`config.mk`:
```
export PLATFORM = sky130hd
export DESIGN_NAME = hc_request_sched_flat
export DESIGN_NICKNAME = d
export VERILOG_FILES = /design/src/rtl/hc_pkg.sv /design/src/rtl/hc_request_sched_if.sv /design/src/rtl/hc_rr_arbiter.sv /design/src/rtl/hc_request_sched.sv /design/src/flat_wrapper.sv
export SDC_FILE = /design/constraint.sdc
export NUM_CORES = 2
export LEC_CHECK = 0
export ABC_AREA = 1
export BUFFER_PORTS_ARGS = -buffer_cell sky130_fd_sc_hd__buf_4
export CAP_MARGIN = 20
export CORE_AREA = 10 10 769 771
export CTS_CLUSTER_DIAMETER = 100
export DETAILED_ROUTE_END_ITERATION = 7
export DIE_AREA = 0 0 779 781
export GPL_TIMING_DRIVEN = 0
export HOLD_SLACK_MARGIN = 0.06
export SLEW_MARGIN = 20
export SYNTH_ARGS = -nofsm -noshare
export SYNTH_HDL_FRONTEND = slang
export SYNTH_SLANG_ARGS = --single-unit
```
`constraint.sdc`:
```
create_clock -name clk -period 4.2 [get_ports clk]
set_input_delay 0.21 -clock clk [delete_from_list [all_inputs] [get_ports clk]]
set_output_delay 0.21 -clock clk [all_outputs]
set_load 0.1 [all_outputs]
```
`src/rtl/hc_pkg.sv`:
```
// Shared types and constants for the host-channel buffer blocks.
// Covers request commands, buffer descriptors and the request scheduler state.
package hc_pkg;

  localparam int HC_BUFFER_SIZE           = 2;
  localparam int HC_SCHED_MAX_OUTSTANDING = 8;
  localparam int HC_MDATA_ID_LSB          = 0;
  localparam int HC_ID_W                  = $clog2(HC_BUFFER_SIZE) + 1;
  localparam int HC_LINE_ADDR_W           = 42;
  localparam int HC_MDATA_W               = 16;
  localparam int HC_DATA_W                = 512;

  typedef logic [HC_ID_W-1:0]                            t_request_cmd_id;
  typedef logic [$clog2(HC_SCHED_MAX_OUTSTANDING):0]     t_outstanding;
  typedef logic [HC_LINE_ADDR_W-1:0]                     t_line_addr;

  typedef enum logic [2:0] {
    e_REQUEST_IDLE          = 3'd0,
    e_REQUEST_READ_STREAM   = 3'd1,
    e_REQUEST_READ_INDEXED  = 3'd2,
    e_REQUEST_WRITE_STREAM  = 3'd3,
    e_REQUEST_WRITE_INDEXED = 3'd4
  } t_request_cmd;

  typedef struct packed {
    logic [63:0] address;
    logic [31:0] size;
  } t_hc_buffer;

  typedef enum logic [1:0] {
    S_SCHED_IDLE,
    S_SCHED_RUN,
    S_SCHED_DRAIN,
    S_SCHED_DONE
  } t_sched_state;

  // A trailing partial line still occupies a whole cache line.
  function automatic logic [26:0] hc_buf_lines(input logic [31:0] size);
    return {1'b0, size[31:6]} + 27'(|size[5:0]);
  endfunction

endpackage

```
`src/rtl/hc_request_sched_if.sv`:
```
// Request-port and CCI-P tx/rx signals of the request scheduler.
// master = the scheduler (it masters the CCI-P tx channels); slave = the environment.
interface hc_request_sched_if #(
  parameter int N_PORTS = hc_pkg::HC_BUFFER_SIZE
);

  logic [N_PORTS-1:0]     req_valid;
  logic [N_PORTS*3-1:0]   req_cmd;
  logic [N_PORTS*42-1:0]  req_offset;
  logic [N_PORTS*512-1:0] req_data;
  logic [N_PORTS-1:0]     req_ready;

  logic                   c0_almfull;
  logic                   c1_almfull;

  logic                   rd_req_valid;
  logic [41:0]            rd_req_addr;
  logic [15:0]            rd_req_mdata;
  logic                   wr_req_valid;
  logic [41:0]            wr_req_addr;
  logic [511:0]           wr_req_data;
  logic [15:0]            wr_req_mdata;

  logic                   rd_rsp_valid;
  logic [15:0]            rd_rsp_mdata;
  logic                   wr_rsp_valid;
  logic [15:0]            wr_rsp_mdata;

  modport master (
    input  req_valid, req_cmd, req_offset, req_data,
    output req_ready,
    input  c0_almfull, c1_almfull,
    output rd_req_valid, rd_req_addr, rd_req_mdata,
    output wr_req_valid, wr_req_addr, wr_req_data, wr_req_mdata,
    input  rd_rsp_valid, rd_rsp_mdata, wr_rsp_valid, wr_rsp_mdata
  );

  modport slave (
    output req_valid, req_cmd, req_offset, req_data,
    input  req_ready,
    output c0_almfull, c1_almfull,
    input  rd_req_valid, rd_req_addr, rd_req_mdata,
    input  wr_req_valid, wr_req_addr, wr_req_data, wr_req_mdata,
    output rd_rsp_valid, rd_rsp_mdata, wr_rsp_valid, wr_rsp_mdata
  );

endinterface

```
`src/rtl/hc_rr_arbiter.sv`:
```
// N-way round-robin arbiter: one grant per cycle, priority starts at the port
// after the most recent grant.
module hc_rr_arbiter #(
  parameter int  N     = 2,
  localparam int IDX_W = (N > 1) ? $clog2(N) : 1
) (
  input  logic             clk,
  input  logic             rst_n,
  input  logic             clear,
  input  logic [N-1:0]     req,
  output logic [N-1:0]     gnt,
  output logic             gnt_valid,
  output logic [IDX_W-1:0] gnt_id
);

  // Highest-priority port for the next arbitration.
  logic [IDX_W-1:0] ptr;

  always_comb begin
    int idx;
    // NOTE: every output gets a default before the search, so no path leaves a latch.
    gnt       = '0;
    gnt_valid = 1'b0;
    gnt_id    = '0;
    idx       = 0;
    for (int i = 0; i < N; i++) begin
      idx = int'(ptr) + i;
      if (idx >= N) idx = idx - N;
      if (!gnt_valid && req[idx]) begin
        gnt_valid = 1'b1;
        gnt_id    = IDX_W'(idx);
        gnt[idx]  = 1'b1;
      end
    end
  end

  // NOTE: sequential state uses <= so every flop samples pre-edge values.
  always_ff @(posedge clk or negedge rst_n) begin
    if (!rst_n) begin
      ptr <= '0;
    end else if (clear) begin
      ptr <= '0;
    end else if (gnt_valid) begin
      ptr <= (int'(gnt_id) == N - 1) ? '0 : gnt_id + 1'b1;
    end
  end

endmodule

```
`src/rtl/hc_request_sched.sv`:
```
// Shares the CCI-P read/write tx channels among the per-buffer request ports:
// address resolution, bounds check, round-robin grant, outstanding tracking.
module hc_request_sched
  import hc_pkg::*;
#(
  parameter int N_PORTS         = HC_BUFFER_SIZE,
  parameter int MAX_OUTSTANDING = HC_SCHED_MAX_OUTSTANDING,
  parameter int ID_W            = $clog2(HC_BUFFER_SIZE) + 1
) (
  input  logic                  clk,
  input  logic                  reset_n,
  input  logic                  ctl_start,
  input  logic                  ctl_stop,
  input  logic                  ctl_clear,
  input  logic [N_PORTS*96-1:0] buf_cfg,
  hc_request_sched_if.master    bus,
  output logic                  running,
  output logic                  done,
  output logic                  err,
  output logic [ID_W-1:0]       err_id
);

  localparam int IDX_W = (N_PORTS > 1) ? $clog2(N_PORTS) : 1;

  t_sched_state state, state_nxt;
  t_line_addr   stream_ptr  [N_PORTS];
  t_outstanding out_cnt     [N_PORTS];
  t_outstanding out_cnt_nxt [N_PORTS];
  t_line_addr   line_off    [N_PORTS];
  t_line_addr   line_addr   [N_PORTS];
  t_request_cmd cmd         [N_PORTS];

  logic [N_PORTS-1:0] is_rd, is_wr, is_stream, legal, issue, req_vec, gnt;
  logic               gnt_valid, grant_en, all_idle;
  logic [IDX_W-1:0]   gnt_id;

  assign grant_en = (state == S_SCHED_RUN) && !ctl_clear;

  for (genvar p = 0; p < N_PORTS; p++) begin : g_port
    t_hc_buffer cfg;
    logic       room;
    logic       unused_cfg_bits;

    assign cfg             = buf_cfg[p*96 +: 96];
    assign unused_cfg_bits = ^{cfg.address[63:48], cfg.address[5:0]};
    assign cmd[p]          = t_request_cmd'(bus.req_cmd[p*3 +: 3]);
    assign is_rd[p]        = cmd[p] inside {e_REQUEST_READ_STREAM, e_REQUEST_READ_INDEXED};
    assign is_wr[p]        = cmd[p] inside {e_REQUEST_WRITE_STREAM, e_REQUEST_WRITE_INDEXED};
    assign is_stream[p]    = cmd[p] inside {e_REQUEST_READ_STREAM, e_REQUEST_WRITE_STREAM};
    assign line_off[p]     = is_stream[p] ? stream_ptr[p] : bus.req_offset[p*42 +: 42];
    assign legal[p]        = line_off[p] < {15'b0, hc_buf_lines(cfg.size)};
    assign line_addr[p]    = cfg.address[47:6] + line_off[p];
    assign room            = out_cnt[p] < t_outstanding'(MAX_OUTSTANDING);
    assign issue[p]        = gnt[p] && legal[p] && (is_rd[p] || is_wr[p]);

    // Idle/no-op commands need no channel credit and are always consumable.
    assign req_vec[p] = grant_en && bus.req_valid[p] &&
                        (is_rd[p] ? (!bus.c0_almfull && room) :
                         is_wr[p] ? (!bus.c1_almfull && room) : 1'b1);
  end

  hc_rr_arbiter #(.N(N_PORTS)) u_arb (
    .clk       (clk),
    .rst_n     (reset_n),
    .clear     (ctl_clear),
    .req       (req_vec),
    .gnt       (gnt),
    .gnt_valid (gnt_valid),
    .gnt_id    (gnt_id)
  );

  assign bus.req_ready = gnt;

  // Grants add, responses subtract; stale responses after a clear floor at 0.
  always_comb begin
    int cnt;
    cnt      = 0;
    all_idle = 1'b1;
    for (int p = 0; p < N_PORTS; p++) begin
      cnt = int'(out_cnt[p]);
      if (issue[p]) cnt = cnt + 1;
      if (bus.rd_rsp_valid && bus.rd_rsp_mdata[HC_MDATA_ID_LSB +: ID_W] == ID_W'(p)) cnt = cnt - 1;
      if (bus.wr_rsp_valid && bus.wr_rsp_mdata[HC_MDATA_ID_LSB +: ID_W] == ID_W'(p)) cnt = cnt - 1;
      out_cnt_nxt[p] = (cnt < 0) ? '0 : t_outstanding'(cnt);
      if (out_cnt_nxt[p] != '0) all_idle = 1'b0;
    end
  end

  always_comb begin
    state_nxt = state;
    if (ctl_clear) begin
      state_nxt = S_SCHED_IDLE;
    end else begin
      unique case (state)
        S_SCHED_IDLE:  if (ctl_start) state_nxt = S_SCHED_RUN;
        S_SCHED_RUN:   if (!ctl_start && ctl_stop) state_nxt = S_SCHED_DRAIN;
        S_SCHED_DRAIN: if (all_idle) state_nxt = S_SCHED_DONE;
        S_SCHED_DONE:  if (ctl_start) state_nxt = S_SCHED_RUN;
        default:       state_nxt = S_SCHED_IDLE;
      endcase
    end
  end

  always_ff @(posedge clk or negedge reset_n) begin
    if (!reset_n) state <= S_SCHED_IDLE;
    else          state <= state_nxt;
  end

  assign running = (state == S_SCHED_RUN);
  assign done    = (state == S_SCHED_DONE);

  always_ff @(posedge clk or negedge reset_n) begin
    if (!reset_n) begin
      bus.rd_req_valid <= 1'b0;
      bus.rd_req_addr  <= '0;
      bus.rd_req_mdata <= '0;
      bus.wr_req_valid <= 1'b0;
      bus.wr_req_addr  <= '0;
      bus.wr_req_data  <= '0;
      bus.wr_req_mdata <= '0;
      err              <= 1'b0;
      err_id           <= '0;
      // NOTE: these per-port arrays are a handful of flops, so they are reset; a deep RAM would not be.
      for (int p = 0; p < N_PORTS; p++) begin
        stream_ptr[p] <= '0;
        out_cnt[p]    <= '0;
      end
    end else begin
      bus.rd_req_valid <= 1'b0;
      bus.wr_req_valid <= 1'b0;
      for (int p = 0; p < N_PORTS; p++) begin
        out_cnt[p] <= ctl_clear ? '0 : out_cnt_nxt[p];
      end

      if (gnt_valid) begin
        if (is_rd[gnt_id] && legal[gnt_id]) begin
          bus.rd_req_valid <= 1'b1;
          bus.rd_req_addr  <= line_addr[gnt_id];
          bus.rd_req_mdata <= HC_MDATA_W'(gnt_id) << HC_MDATA_ID_LSB;
        end
        if (is_wr[gnt_id] && legal[gnt_id]) begin
          bus.wr_req_valid <= 1'b1;
          bus.wr_req_addr  <= line_addr[gnt_id];
          bus.wr_req_data  <= bus.req_data[int'(gnt_id)*HC_DATA_W +: HC_DATA_W];
          bus.wr_req_mdata <= HC_MDATA_W'(gnt_id) << HC_MDATA_ID_LSB;
        end
        if (is_stream[gnt_id] && legal[gnt_id]) begin
          stream_ptr[gnt_id] <= stream_ptr[gnt_id] + 1'b1;
        end
        if ((is_rd[gnt_id] || is_wr[gnt_id]) && !legal[gnt_id]) begin
          err <= 1'b1;
          if (!err) err_id <= ID_W'(gnt_id);
        end
      end

      // A start or clear rewinds every stream, overriding a same-cycle advance.
      if (ctl_clear || ctl_start) begin
        for (int p = 0; p < N_PORTS; p++) stream_ptr[p] <= '0;
      end
      if (ctl_clear) begin
        err    <= 1'b0;
        err_id <= '0;
      end
    end
  end

  logic unused_rsp_bits;
  assign unused_rsp_bits = ^{bus.rd_rsp_mdata, bus.wr_rsp_mdata};

endmodule
```
`src/flat_wrapper.sv`:
```
// flat-port wrapper written by rule: the top's interface ports become plain ports
module hc_request_sched_flat import hc_pkg::*;
#(
  parameter int N_PORTS         = HC_BUFFER_SIZE,
  parameter int MAX_OUTSTANDING = HC_SCHED_MAX_OUTSTANDING,
  parameter int ID_W            = $clog2(HC_BUFFER_SIZE) + 1
)
  (clk, reset_n, ctl_start, ctl_stop, ctl_clear, buf_cfg, running, done, err, err_id, bus_req_valid, bus_req_cmd, bus_req_offset, bus_req_data, bus_req_ready, bus_c0_almfull, bus_c1_almfull, bus_rd_req_valid, bus_rd_req_addr, bus_rd_req_mdata, bus_wr_req_valid, bus_wr_req_addr, bus_wr_req_data, bus_wr_req_mdata, bus_rd_rsp_valid, bus_rd_rsp_mdata, bus_wr_rsp_valid, bus_wr_rsp_mdata);
  hc_request_sched_if #(.N_PORTS(N_PORTS)) bus_i ();
  input  logic clk;
  input  logic reset_n;
  input  logic ctl_start;
  input  logic ctl_stop;
  input  logic ctl_clear;
  input  logic [N_PORTS*96-1:0] buf_cfg;
  output logic running;
  output logic done;
  output logic err;
  output logic [ID_W-1:0] err_id;
  input wire logic [$bits(bus_i.req_valid)-1:0] bus_req_valid;
  input wire logic [$bits(bus_i.req_cmd)-1:0] bus_req_cmd;
  input wire logic [$bits(bus_i.req_offset)-1:0] bus_req_offset;
  input wire logic [$bits(bus_i.req_data)-1:0] bus_req_data;
  output wire logic [$bits(bus_i.req_ready)-1:0] bus_req_ready;
  input wire logic [$bits(bus_i.c0_almfull)-1:0] bus_c0_almfull;
  input wire logic [$bits(bus_i.c1_almfull)-1:0] bus_c1_almfull;
  output wire logic [$bits(bus_i.rd_req_valid)-1:0] bus_rd_req_valid;
  output wire logic [$bits(bus_i.rd_req_addr)-1:0] bus_rd_req_addr;
  output wire logic [$bits(bus_i.rd_req_mdata)-1:0] bus_rd_req_mdata;
  output wire logic [$bits(bus_i.wr_req_valid)-1:0] bus_wr_req_valid;
  output wire logic [$bits(bus_i.wr_req_addr)-1:0] bus_wr_req_addr;
  output wire logic [$bits(bus_i.wr_req_data)-1:0] bus_wr_req_data;
  output wire logic [$bits(bus_i.wr_req_mdata)-1:0] bus_wr_req_mdata;
  input wire logic [$bits(bus_i.rd_rsp_valid)-1:0] bus_rd_rsp_valid;
  input wire logic [$bits(bus_i.rd_rsp_mdata)-1:0] bus_rd_rsp_mdata;
  input wire logic [$bits(bus_i.wr_rsp_valid)-1:0] bus_wr_rsp_valid;
  input wire logic [$bits(bus_i.wr_rsp_mdata)-1:0] bus_wr_rsp_mdata;
  assign bus_i.req_valid = bus_req_valid;
  assign bus_i.req_cmd = bus_req_cmd;
  assign bus_i.req_offset = bus_req_offset;
  assign bus_i.req_data = bus_req_data;
  assign bus_req_ready = bus_i.req_ready;
  assign bus_i.c0_almfull = bus_c0_almfull;
  assign bus_i.c1_almfull = bus_c1_almfull;
  assign bus_rd_req_valid = bus_i.rd_req_valid;
  assign bus_rd_req_addr = bus_i.rd_req_addr;
  assign bus_rd_req_mdata = bus_i.rd_req_mdata;
  assign bus_wr_req_valid = bus_i.wr_req_valid;
  assign bus_wr_req_addr = bus_i.wr_req_addr;
  assign bus_wr_req_data = bus_i.wr_req_data;
  assign bus_wr_req_mdata = bus_i.wr_req_mdata;
  assign bus_i.rd_rsp_valid = bus_rd_rsp_valid;
  assign bus_i.rd_rsp_mdata = bus_rd_rsp_mdata;
  assign bus_i.wr_rsp_valid = bus_wr_rsp_valid;
  assign bus_i.wr_rsp_mdata = bus_wr_rsp_mdata;
  hc_request_sched #(.N_PORTS(N_PORTS), .MAX_OUTSTANDING(MAX_OUTSTANDING), .ID_W(ID_W)) u_core (.clk(clk), .reset_n(reset_n), .ctl_start(ctl_start), .ctl_stop(ctl_stop), .ctl_clear(ctl_clear), .buf_cfg(buf_cfg), .bus(bus_i), .running(running), .done(done), .err(err), .err_id(err_id));
endmodule
```
== Word level (Yosys, flattened, before mapping) ==
Cells that the tools add are included.

* Output and inout port bits: 637
* Input bits: 1349
* Logic and storage cells: 200
* Register bits: 698

* $add $sub $neg: 15
* Muxes and demuxes: 75
* Reduce and logical (&&, ||, !) cells: 60
* Equality and inequality tests: 17
* Bitwise operators: 2
* Shift operators: 1
* Order comparisons: 15

{| class="wikitable"
|+ Operator list
! kind !! number
|-
| variable part select 1024 x 11 -> 512 bit || 1
|-
| two-way mux 42 bit || 9
|-
| two-way mux 32 bit || 8
|-
| two-way mux 84 bit || 3
|-
| subtractor 32 x 2 -> 32 bit, second input constant || 4
|-
| adder 42 bit || 2
|-
| bitwise mux 84 bit || 1
|-
| less-than comparator 42 x 27 -> 1 bit || 2
|-
| greater-or-equal comparator 32 x 1 -> 1 bit, second input constant || 2
|-
| less-than comparator 32 x 1 -> 1 bit, second input constant || 2
|-
| less-than comparator 32 x 3 -> 1 bit, second input constant || 2
|-
| adder 26 x 1 -> 27 bit || 2
|-
| adder 42 x 1 -> 42 bit, second input constant || 1
|-
| demux 42 bit (select 1 bit) || 1
|-
| two-way mux 1 bit || 36
|-
| logical AND 1 bit || 26
|-
| two-way mux 2 bit || 10
|-
| nonzero test 2 bit || 10
|-
| two-way mux 4 bit || 4
|-
| equality test 3 x 2 -> 1 bit, second input constant || 4
|-
| OR reduction 6 bit || 2
|-
| adder 4 x 1 -> 5 bit, second input constant || 2
|-
| less-than comparator 4 bit, second input constant || 2
|-
| AND reduction 2 bit || 4
|-
| other kinds (25) || 45
|}

== Logic depth before layout (Yosys ltp) ==
* Depth in word-level cells: 27
* Mapped depth: 48
* Depth with buffers taken out: 48

== Modules after synthesis ==
From an unflattened synthesis, not the netlist that was laid out.

* Cells, all modules: 4895
* Area total of the unflattened synthesis: 40573.9 µm²

{| class="wikitable"
|+ By module, submodules not included
! module !! area an instance (µm²) !! times used !! cells each !! seq. area each (µm²)
|-
| hc_request_sched || 40502.6 || 1 || 4882 || 17416.7
|-
| hc_rr_arbiter || 71.3 || 1 || 13 || 25.0
|}

== Worst setup path before layout ==
Ideal clock, no wire load.

* Kind: input-to-reg
* From: input buf_cfg[2]
* To: register u_core.state[0]
* Required time: 4083 ps
* Setup time: 117 ps
* Arrival: 4976 ps
* Path slack: -893 ps
* Buffers on the path: 0
* Stages: 40
* Cells stage by stage: nor4_1 > nand2_1 > ha_1 > nand3_1 > nor3b_1 > nand3_1 > nor2_1 > nand2_1 > nor2_1 > nand2_1 > nor3b_1 > nand4_1 > nor2_1 > nand2_1 > nor2_1 > nand3_1 > xor2_1 > ha_1 > [4 not listed] > a21oi_2 > nand3_1 > o21ai_1 > nor2_1 > nand2_1 > nor2_1 > ha_1 > inv_1 > o21ai_0 > nand3_1 > o21ai_2 > a21oi_1 > nor2_1 > nand2_1 > nand2_1 > nand2_1 > nand2_1 > nand2_1

* Word-level cells in the longest chain between the ends: 17

{| class="wikitable"
|+ Ends and longest elaborated chain
! element !! RTL line !! text
|-
| from (decl) || flat_wrapper.sv:15 || <nowiki>input logic [N_PORTS*96-1:0] buf_cfg;</nowiki>
|-
| OR reduction 6 bit * || hc_pkg.sv:39 || <nowiki>return {1'b0, size[31:6]} + 27'(|size[5:0]);</nowiki>
|-
| adder 26 x 1 -> 27 bit * || hc_pkg.sv:39 ||
|-
| less-than comparator 42 x 27 -> 1 bit * || hc_request_sched.sv:51 || <nowiki>assign legal[p] = line_off[p] < {15'b0, hc_buf_lines(cfg.size)};</nowiki>
|-
| logical AND 1 bit * (2 in series) || hc_request_sched.sv:54 || <nowiki>assign issue[p] = gnt[p] && legal[p] && (is_rd[p] || is_wr[p]);</nowiki>
|-
| two-way mux 32 bit * || hc_request_sched.sv:81 || <nowiki>if (issue[p]) cnt = cnt + 1;</nowiki>
|-
| subtractor 32 x 2 -> 32 bit || hc_request_sched.sv:82 || <nowiki>if (bus.rd_rsp_valid && bus.rd_rsp_mdata[HC_MDATA_ID_LSB +: ID_W] == ID_W'(p)) cnt = cnt - 1;</nowiki>
|-
| two-way mux 32 bit * || hc_request_sched.sv:82 ||
|-
| subtractor 32 x 2 -> 32 bit || hc_request_sched.sv:83 || <nowiki>if (bus.wr_rsp_valid && bus.wr_rsp_mdata[HC_MDATA_ID_LSB +: ID_W] == ID_W'(p)) cnt = cnt - 1;</nowiki>
|-
| two-way mux 32 bit * || hc_request_sched.sv:83 ||
|-
| less-than comparator 32 x 1 -> 1 bit || hc_request_sched.sv:84 || <nowiki>out_cnt_nxt[p] = (cnt < 0) ? '0 : t_outstanding'(cnt);</nowiki>
|-
| two-way mux 4 bit * || hc_request_sched.sv:84 ||
|-
| nonzero test 4 bit * || hc_request_sched.sv:85 || <nowiki>if (out_cnt_nxt[p] != '0) all_idle = 1'b0;</nowiki>
|-
| two-way mux 1 bit * (2 in series) || hc_request_sched.sv:85 ||
|-
| != test 3 x 2 -> 1 bit (no source line) * || - ||
|-
| AND reduction 3 bit (no source line) * || - ||
|-
| to (signal assigned) || hc_request_sched.sv:106 || <nowiki>else state <= state_nxt;</nowiki>
|-
| to (decl) || hc_request_sched.sv:25 || <nowiki>t_sched_state state, state_nxt;</nowiki>
|}

Mark *: on every way between the ends. The rest lies on a longest branch, timed or not.
A chain may end at the register's enable or synchronous reset.

== Worst setup path in the final report ==
* From: input bus_req_cmd[2]
* To: register u_core.state[0]

* Word-level cells in the longest chain between the ends: 26
* Elaborated cells between the ends (all ways): 49
* Those cells by class: 4 x add/sub; 3 x order compare; 5 x eq/ne; 22 x mux; 1 x bitwise; 14 x reduce/logical

{| class="wikitable"
|+ Ends and longest elaborated chain
! element !! RTL line !! text
|-
| from (decl) || flat_wrapper.sv:21 || <nowiki>input wire logic [$bits(bus_i.req_cmd)-1:0] bus_req_cmd;</nowiki>
|-
| branches (longest 23 deep; another with less-than comparator 42 x 27 -> 1 bit) || - ||
|-
| two-way mux 1 bit * || hc_request_sched.sv:85 ||
|-
| != test 3 x 2 -> 1 bit (no source line) * || - ||
|-
| AND reduction 3 bit (no source line) * || - ||
|}

Every way passes the cells marked *. The select of a mux whose other input is x is not followed.

==> flow_summary.yaml <==
timing:
  holdWs_ns: 0.165
  max_freq_mhz: 196
  rsz0062_at_grt: "yes"
  worst_pin_slew_ns: 1.21
  slew-limit-headroom: 0.170
  drv_slew: 0
  finalCritPeriodShare: 1.21
  hold_viol: 0
  finalSetupViolations: 697
  skew_ns: 0.119
  min_period_ns: 5.09
  worst_slack_ns: -0.892
place:
  io_buffers: 1882
  detailed_place_hpwl_um: 543000
  routabilityCongestion: 1.07
setup_path:
  crit_type: "in2reg"
  worst_ep_required_time_ns: 4.89
  cp-start-kind: "primary input"
  critical_path.most_common_cell: "nand2_1"
  critical_path_arrival_ns: 5.79
  slowest_delay_ns: 0.61
  cp-end-kind: "flip-flop"
  path_max_fanout: 10
  slowest_stage: "o21ai_1"
  reg2reg_depth: 15
clocking:
  cts_tree: "built"
  clkTransAtPathRegs_ns: 0.06
  cts_inserted_buffers: 100
  clock-sinks: 697
  cts_buffer_depth: 4
  cts_root_buf: "clkbuf_16"
  clock_latency_ns: 0.91
  h-tree-depth: 3
logic_synthesis:
  synth_edf_count: 0
  ys_top_cells_by_area: "dfrtp_1 43%, mux2i_1 13%, nand2_1 12%"
  synthTopCellsByCount: "1,334 x nand2_1, 746 x o21ai_0, 697 x dfrtp_1, 513 x mux2i_1, 351 x inv_1"
  synth_top_area_cell: "dfrtp_1"
  ys.flop_type: "dfrtp_1"
  synth_most_common_cell: "nand2_1"
  yosysTopAreaCellShare: 0.429
  syn_avg_cell_area_um2: 8.24
  syn_inst: 4934
  synth_cell_type_count: 52
  ys_ff_latch: 697
  ys.warnings.count: 0
  yosysSeqAreaShare: 0.429
  syn-cell-area_um2: 40700
  async_flop_share: 1.00
grt:
  antenna_found_initial: 618
  track_usage: 0.190
  grt_max_degree: 106
  grt_overflow: 0
  grt_pass1_wl_um: 721000
  grt_pass1_vias: 52700
finish:
  nFillCells: 65300
  nNetsFinal: 9724
  syn2layout_area_growth_pct: 113
  drive_gt1_frac: 0.354
detailed_routing:
  drc: 0
  drt-wirelength-per-cell_um: 37.4
  firstDrtPassIters: 6
  final_antenna_net_count: 0
  wirelength_um: 609000
  via_per_inst: 3.42
  drt_iter0_markers: 5375
  vias: 55600
hold_path:
  hold_depth: 4
  min-delay-path-class: "in2reg"
status:
  status: "complete, but fails checks"
  failed_checks: "setup timing"
power_and_ir_drop:
  ir_drop_uv: 380
  total_power_mw: 23.3
  p_leak_nw: 41.7
  power-per-cell-area_nw_per_um2: 269
floorplanning:
  rows: 279
  core_area_um2: 576000
  die_w_um: 779
  io_pins: 1986
  die-area_um2: 608000
  die_h_um: 781
  start_util: 0.0706
job:
  max-cap-violations: 0
==> stage by stage <==
step	instances	setup slack [ns]	util	instance area [um2]	setup TNS, ns
floorplan	4965	-0.548	-	41500	-12.27
global placement	14400	-6.81	0.113	65100	-6923.82
detailed placement	14500	-3.42	0.114	65800	-1818.96
CTS	15800	-0.866	0.147	84700	-379.03
global route	16000	-1.10	0.149	85900	-474.34
finish	16300	-0.892	0.150	86500	-401.26
==> cells in the final DEF, fill, tap and decap left out, types with 32 or more instances in the layout <==
cell / Yosys / layout
buf_4: 33 / 2001
nand2_1: 1334 / 1191
dlygate4sd3_1: 0 / 1061
dfrtp_1: 697 / 697
mux2i_1: 513 / 458
o21ai_0: 746 / 400
diode_2: 0 / 392
inv_1: 351 / 345
o21ai_1: 19 / 279
nor2_1: 241 / 220
clkbuf_16: 0 / 166
a21oi_1: 166 / 158
ha_1: 148 / 145
nand2_2: 4 / 124
o21ai_2: 8 / 92
nand3_1: 107 / 87
xor2_1: 67 / 66
clkbuf_8: 0 / 56
buf_6: 6 / 55
buf_2: 99 / 53
o22ai_1: 54 / 53
buf_12: 0 / 46
conb_1: 2 / 33
buf_16: 0 / 32
==> worst paths after layout <==
kind,from,end,slack (ns)
max reg2reg,u_core.state[1]$_DFFE_PN0P_,u_core.bus.wr_req_data[214]$_DFFE_PN0P_,-0.67
min in group asynchronous,reset_n,u_core.bus.wr_req_data[242]$_DFFE_PN0P_,0.48
min reg2reg,u_core.bus.wr_req_addr[17]$_DFFE_PN0P_,u_core.bus.wr_req_addr[17]$_DFFE_PN0P_,0.48
max in group asynchronous,reset_n,u_core.bus.wr_req_data[328]$_DFFE_PN0P_,1.49
min,bus_req_data[699],u_core.bus.wr_req_data[187]$_DFFE_PN0P_,0.16
max,bus_req_cmd[2],u_core.state[0]$_DFFE_PN0P_,-0.89
==> area by class of cell <==
cell class,count,area [um2],share of cell area
clock inverter,50,749,0.00866
clock buffer,124,2720,0.0315
timing repair buffer,3159,28000,0.324
tap,7587,9490,0.110
multi-input combinational,3632,22500,0.260
inverter,362,1400,0.0162
buffer,273,3190,0.0369
antenna,392,981,0.0113
sequential,697,17400,0.202
==> state kept, by name, indices dropped and copies added, names as in the netlist <==
| signal | flops |
|---|---|
| u_core.bus.wr_req_addr | 42 |
| u_core.out_cnt | 8 |
| u_core.u_arb.ptr | 1 |
| u_core.state | 2 |
| u_core.err | 1 |
| u_core.bus.rd_req_valid | 1 |
| u_core.err_id | 1 |
| u_core.bus.wr_req_mdata | 1 |
| u_core.stream_ptr | 84 |
| u_core.bus.rd_req_mdata | 1 |
| u_core.bus.wr_req_valid | 1 |
| u_core.bus.wr_req_data | 512 |
| u_core.bus.rd_req_addr | 42 |
==> what timing repair did <==
item                                   in CTS  in global routing
endpoints found under the hold margin     814                  0
buffers inserted                          103                 36
pin swaps                                  65                 67
resized for setup                         817                104
gates cloned                               46                  6
setup endpoints to repair                 697                697
hold buffers                             1062                  0
==> critical path: cells and delay by family <==
family | cells | cell delay [ns]
AOI/OAI and AO/OA | 6 | 1.22
xor gates and xnor gates | 1 | 0.23
adders and majority gates | 2 | 0.60
buffers and inverters | 6 | 1.30
and+or+nand+nor | 15 | 2.17
==> metal layers <==
layer  global-route usage  wire length [um]  up-vias
li1                     -                 -    23500
met1                0.214            228000    27000
met2                0.301            269000     3630
met3               0.0869             70400     1298
met4               0.0981             39900      206
met5            0.0000783              1350        -
==> where the power goes <==
group / internal [mW] / switching [mW]
Combinational: 2.62 / 4.38
Sequential: 6.74 / 0.0253
Clock: 5.54 / 3.95
==> cell families (layout without fill, tap and decap cells) <==
group	count (synthesis)	in the layout	synth area share
AO/OA/AOI/OAI	1063	1063	0.137
XOR/XNOR	93	93	0.0200
adder cells (fa/ha/maj)	150	150	0.0465
buffers and inverters	636	3968	0.0659
flip-flops	697	697	0.429
multiplexers	513	513	0.126
other	2	425	0.000185
AND/OR/NAND/NOR	1780	1780	0.175
Power figures use the tool's default switching activity.
